File: config.mk
export PLATFORM = sky130hd
export DESIGN_NAME = if_fetch_unit
export DESIGN_NICKNAME = d
export VERILOG_FILES = /design/src/rtl/if_fetch_unit.sv
export SDC_FILE = /design/constraint.sdc
export NUM_CORES = 1
export LEC_CHECK = 0
export ABC_AREA = 1
export CORE_MARGIN = 10
export CORE_UTILIZATION = 25
export CTS_BUF_LIST = sky130_fd_sc_hd__clkbuf_8
export DETAILED_ROUTE_END_ITERATION = 12
export GPL_TIMING_DRIVEN = 0
export PLACE_DENSITY = 0.43
export SLEW_MARGIN = 20
export SYNTH_ARGS = -nofsm -noshare
export SYNTH_HDL_FRONTEND = slang
export SYNTH_SLANG_ARGS = --single-unit
File: constraint.sdc
create_clock -name clk_i -period 3.8 [get_ports clk_i]
set_input_delay 0.38 -clock clk_i [delete_from_list [all_inputs] [get_ports clk_i]]
set_output_delay 0.38 -clock clk_i [all_outputs]
set_load 0.02 [all_outputs]
File: src/rtl/if_fetch_unit.sv
// Instruction-fetch front end: PC generation, ibus handshake, instruction buffer.
// Optional performance counters are enabled with `define FETCH_PERF_CNT_EN.
module if_fetch_unit #(
  parameter logic [31:0] RESET_PC   = 32'h0000_0000,
  parameter int          FIFO_DEPTH = 2
) (
  input  logic        clk_i,
  input  logic        rst_i,
  output logic        ibus_req_o,
  output logic [31:0] ibus_addr_o,
  input  logic        ibus_gnt_i,
  input  logic        ibus_rvalid_i,
  input  logic [31:0] ibus_rdata_i,
  input  logic        pipeline_nop_i,
  input  logic        redirect_i,
  input  logic [31:0] redirect_pc_i,
  output logic [31:0] inst_fo,
  output logic [31:0] pc_fo,
  output logic        inst_valid_o
`ifdef FETCH_PERF_CNT_EN
  ,
  output logic [31:0] perf_fetch_cnt_o,
  output logic [31:0] perf_stall_cnt_o
`endif
);

  localparam int PW = $clog2(FIFO_DEPTH);
  localparam int CW = $clog2(FIFO_DEPTH + 1);
  localparam logic [CW:0] LIM = (CW+1)'(FIFO_DEPTH);
  localparam logic [31:0] NOP = 32'h0000_0013;

  typedef enum logic [1:0] {
    S_BOOT,
    S_RUN,
    S_DRAIN
  } state_t;

  state_t        r_state;
  logic [31:0]   r_fetch_pc;
  logic [31:0]   r_last_pc;
  logic [CW-1:0] r_out_cnt;
  logic [CW-1:0] r_disc_cnt;
  logic [CW-1:0] r_f_cnt;
  logic [PW-1:0] r_aq_wp;
  logic [PW-1:0] r_aq_rp;
  logic [PW-1:0] r_f_wp;
  logic [PW-1:0] r_f_rp;
  logic [31:0]   r_aq        [FIFO_DEPTH];
  logic [31:0]   r_fifo_pc   [FIFO_DEPTH];
  logic [31:0]   r_fifo_inst [FIFO_DEPTH];

  logic [CW:0]   w_used;
  logic          w_req;
  logic          w_fire;
  logic          w_drop;
  logic          w_push;
  logic          w_valid;
  logic          w_pop;
  logic [CW-1:0] w_out_nxt;
  logic          w_unused;

  assign w_unused  = ^redirect_pc_i[1:0];
  assign w_used    = {1'b0, r_out_cnt} + {1'b0, r_f_cnt};
  assign w_req     = (r_state != S_BOOT) && (w_used < LIM);
  assign w_fire    = w_req & ibus_gnt_i;
  // Responses arriving with a redirect belong to the old path.
  assign w_drop    = ibus_rvalid_i & (redirect_i | (r_disc_cnt != '0));
  assign w_push    = ibus_rvalid_i & ~w_drop;
  assign w_valid   = (r_f_cnt != '0);
  assign w_pop     = w_valid & ~pipeline_nop_i;
  assign w_out_nxt = r_out_cnt + CW'(w_fire) - CW'(ibus_rvalid_i);

  assign ibus_req_o   = w_req;
  assign ibus_addr_o  = r_fetch_pc;
  assign inst_valid_o = w_valid;
  assign inst_fo      = w_valid ? r_fifo_inst[r_f_rp] : NOP;
  assign pc_fo        = w_valid ? r_fifo_pc[r_f_rp] : r_last_pc;

  always_ff @(posedge clk_i or posedge rst_i) begin
    if (rst_i) begin
      r_state    <= S_BOOT;
      r_fetch_pc <= RESET_PC;
      r_last_pc  <= RESET_PC;
      r_out_cnt  <= '0;
      r_disc_cnt <= '0;
      r_f_cnt    <= '0;
      r_aq_wp    <= '0;
      r_aq_rp    <= '0;
      r_f_wp     <= '0;
      r_f_rp     <= '0;
    end else begin
      r_out_cnt <= w_out_nxt;
      if (w_pop) r_last_pc <= r_fifo_pc[r_f_rp];
      if (redirect_i) begin
        r_fetch_pc <= {redirect_pc_i[31:2], 2'b00};
        r_disc_cnt <= w_out_nxt;
        r_aq_wp    <= '0;
        r_aq_rp    <= '0;
        r_f_wp     <= '0;
        r_f_rp     <= '0;
        r_f_cnt    <= '0;
        r_state    <= (w_out_nxt != '0) ? S_DRAIN : S_RUN;
      end else begin
        if (w_fire) begin
          r_fetch_pc <= r_fetch_pc + 32'd4;
          r_aq_wp    <= r_aq_wp + PW'(1);
        end
        if (w_drop) r_disc_cnt <= r_disc_cnt - CW'(1);
        if (w_push) begin
          r_aq_rp <= r_aq_rp + PW'(1);
          r_f_wp  <= r_f_wp + PW'(1);
        end
        if (w_pop) r_f_rp <= r_f_rp + PW'(1);
        r_f_cnt <= r_f_cnt + CW'(w_push) - CW'(w_pop);
        unique case (r_state)
          S_BOOT:  r_state <= S_RUN;
          S_RUN:   r_state <= S_RUN;
          S_DRAIN: begin
            if (r_disc_cnt == '0 ||
                (r_disc_cnt == CW'(1) && ibus_rvalid_i))
              r_state <= S_RUN;
          end
          default: r_state <= S_BOOT;
        endcase
      end
    end
  end

  always_ff @(posedge clk_i) begin
    if (!redirect_i && w_fire) r_aq[r_aq_wp] <= r_fetch_pc;
    if (w_push) begin
      r_fifo_pc[r_f_wp]   <= r_aq[r_aq_rp];
      r_fifo_inst[r_f_wp] <= ibus_rdata_i;
    end
  end

`ifdef FETCH_PERF_CNT_EN
  logic [31:0] r_perf_fetch;
  logic [31:0] r_perf_stall;

  always_ff @(posedge clk_i or posedge rst_i) begin
    if (rst_i) begin
      r_perf_fetch <= '0;
      r_perf_stall <= '0;
    end else begin
      if (w_pop) r_perf_fetch <= r_perf_fetch + 32'd1;
      if (w_valid && pipeline_nop_i)
        r_perf_stall <= r_perf_stall + 32'd1;
    end
  end

  assign perf_fetch_cnt_o = r_perf_fetch;
  assign perf_stall_cnt_o = r_perf_stall;
`endif

endmodule

==> flow_summary.yaml <==
outcome:
  status: "complete, no violations"
clocking:
  post_cts_buffers: 0
  cts_tree: "built"
  cts_max_level: 2
  cts_resized: 0
  clk_pin_slew_ps: 60
  cts_made_buffers: 47
  cts_hold_buf: 0
  cts_buffer_depth: 3
  cts_sinks: 256
  clk_latency_ps: 610
  root_buffer: "clkbuf_8"
grt:
  grt_usage: 0.120
  grt_remaining_overflow: 0
  top_usage_layer: "met2"
  grt_use_met3: 0.0339
  grt_pass1_wl_um: 49500
  antenna_found_initial: 0
  grt_util_met2: 0.186
  grt_pass1_vias: 8351
  use_met1: 0.160
  grt_max_degree: 43
drt:
  drc: 0
  drtPass1Iterations: 7
  wl_per_cell_um: 16.3
  totalWireLength_um: 31900
  first_iter_violations: 441
  antenna_left: 0
  post_drt_via_cell_ratio: 4.17
  num_vias: 8154
setup_path:
  startpoint: "r_f_cnt[1]"
  setup.worst_path.class: "flop to output pin"
  rrSetupSlack_ps: 1170
  path_max_fanout: 10
  rr_worst_depth: 8
  critPathRequiredTime_ps: 3420
  arrival_ps: 3150
  critPathCapture: "pc_fo[3]"
  r2r_start: "r_f_cnt[0]"
  cp-start-kind: "flop"
  timing.rr.end: "r_aq[0][16]"
  worst_setup_path_end_kind: "output pin"
power_and_ir_drop:
  vdd_drop_max_uv: 295
  powerDensity_mw_per_mm2: 697
  p_leak_nw: 5.73
  totalPowerFinal_w: 0.0101
layout:
  nFillCells: 4529
  drive_gt1_frac: 0.0774
  stdcell_count: 1955
  final_common_cell: "nand2_1"
  area_growth_syn_to_layout_pct: 30.7
  design_area_mm2: 0.0145
  n_antenna_cell: 0
  final_nets: 1410
  final_cell_mix: "nand2_1, edfxtp_1, clkdlybuf4s50_1, inv_1, o21ai_0"
placement:
  io_buffers: 160
  globalplace.congestion: 0.766
  pre_cts_slack_ps: 855
  dpl.cell_count: 1868
  dp_hpwl_um: 22800
  postPlaceCellArea_mm2: 0.0136
synth:
  ys_ff_latch: 256
  syn_avg_cell_area_um2: 9.94
  synth-edff-count: 184
  syn_inst: 1112
  netlist_area_mm2: 0.0111
  synth-warning-count: 0
  ys_seq_area_frac: 0.663
  ys_types: 30
  synth_flop_cell: "edfxtp_1"
  async_reset_ff_frac: 0.281
timing:
  max_freq_mhz: 284
  setup_violations: 0
  hold_viol: 0
  period_share: 0.928
  rsz0062_at_grt: "no"
  period_needed_ps: 3530
  slew_headroom: 0.539
  finalMaxSlewViolations: 0
  setup_slack_ps: 275
  finClkSkew_ps: 31.0
  worst_pin_slew_ps: 692
floorplanning:
  core_area_mm2: 0.0434
  rows: 76
  fp.dieArea_mm2: 0.0530
  die-width_um: 230
  fp.dieH_um: 230
  initial_core_util: 0.255
  io_pins: 168
run:
  cap_violations: 0
worst_hold_path:
  min_path_type: "primary input to async pin"
==> through the flow <==
step            util  setup TNS (ps)  hold slack (ps)
6_report       0.333               0              169
5_1_grt        0.333               0              184
4_1_cts        0.333               0              164
3_5_place_dp   0.314               0              513
3_3_place_gp   0.309         -358490              499
2_1_floorplan      -          -18690              479
==> worst min-delay path by stage <==
stage	start	end	slack [ps]	cells past startpoint
final	rst_i	r_last_pc[8]	170	2
after global routing	rst_i	r_last_pc[6]	180	2
after CTS	rst_i	r_last_pc[15]	160	2
after detailed placement	r_disc_cnt[1]	r_disc_cnt[1]	510	2
after global placement	r_f_wp	r_f_wp	500	1
after floorplan	ibus_rdata_i[0]	r_fifo_inst[0][0]	480	0
==> Yosys cell counts, types with 5 or more instances <==
library cell | count | area, um2
nand3_1 | 44 | 220
dfrtp_1 | 72 | 1800
nor2_1 | 47 | 176
buf_2 | 11 | 55.1
inv_1 | 87 | 327
nor2_2 | 5 | 31.3
clkbuf_1 | 29 | 109
o21bai_1 | 5 | 37.5
buf_4 | 6 | 45.0
o211ai_1 | 5 | 37.5
edfxtp_1 | 184 | 5530
nor2_4 | 7 | 78.8
o21ai_0 | 80 | 400
nand2_1 | 455 | 1710
xnor2_1 | 5 | 43.8
nand2_2 | 5 | 31.3
a21oi_1 | 32 | 160
ha_1 | 7 | 87.6
==> critical path: stages (launching register included) <==
cell	delay, ps
dfrtp_1	430
nor2_1	540
inv_2	240
clkbuf_1	320
o21ai_0	360
clkdlybuf4s50_1	670
==> logic make-up after synthesis <==
family | synth area share
compound gates | 0.0607
xor+xnor | 0.00713
fa+ha+maj | 0.00973
buf+inv | 0.0505
flops | 0.663
other cells | 0.000339
simple gates | 0.209
==> registers in the layout, summed over array words and instances, names as in the netlist <==
signal	flops
r_aq	60
r_aq_rp	1
ibus_addr_o	30
r_state	2
r_f_cnt	2
r_out_cnt	2
r_f_rp	1
r_fifo_inst	64
r_disc_cnt	2
r_f_wp	1
r_aq_wp	1
r_fifo_pc	60
r_last_pc	30
==> routing by layer <==
metal  up-vias  part of all wire
li1       4078                 -
met1      3782              0.47
met2       239              0.45
met3        55             0.064
met4         0             0.020
met5         -                 0
==> final cells by class <==
cell class / count / area (um2) / area share
buffer: 48 / 216 / 0.0150
clock inverter: 40 / 190 / 0.0132
sequential: 256 / 7330 / 0.507
tap: 585 / 732 / 0.0507
multi-input combinational: 720 / 3200 / 0.222
timing repair buffer: 168 / 1790 / 0.124
inverter: 91 / 344 / 0.0238
clock buffer: 47 / 647 / 0.0448
==> report_power, final <==
group	internal, W	switching (W)	leakage (nW)
Sequential	0.00363	0.000352	2.55
Clock	0.00122	0.00116	0.496
Combinational	0.00138	0.00233	2.68
No activity file was read; power rests on OpenSTA's default activity.
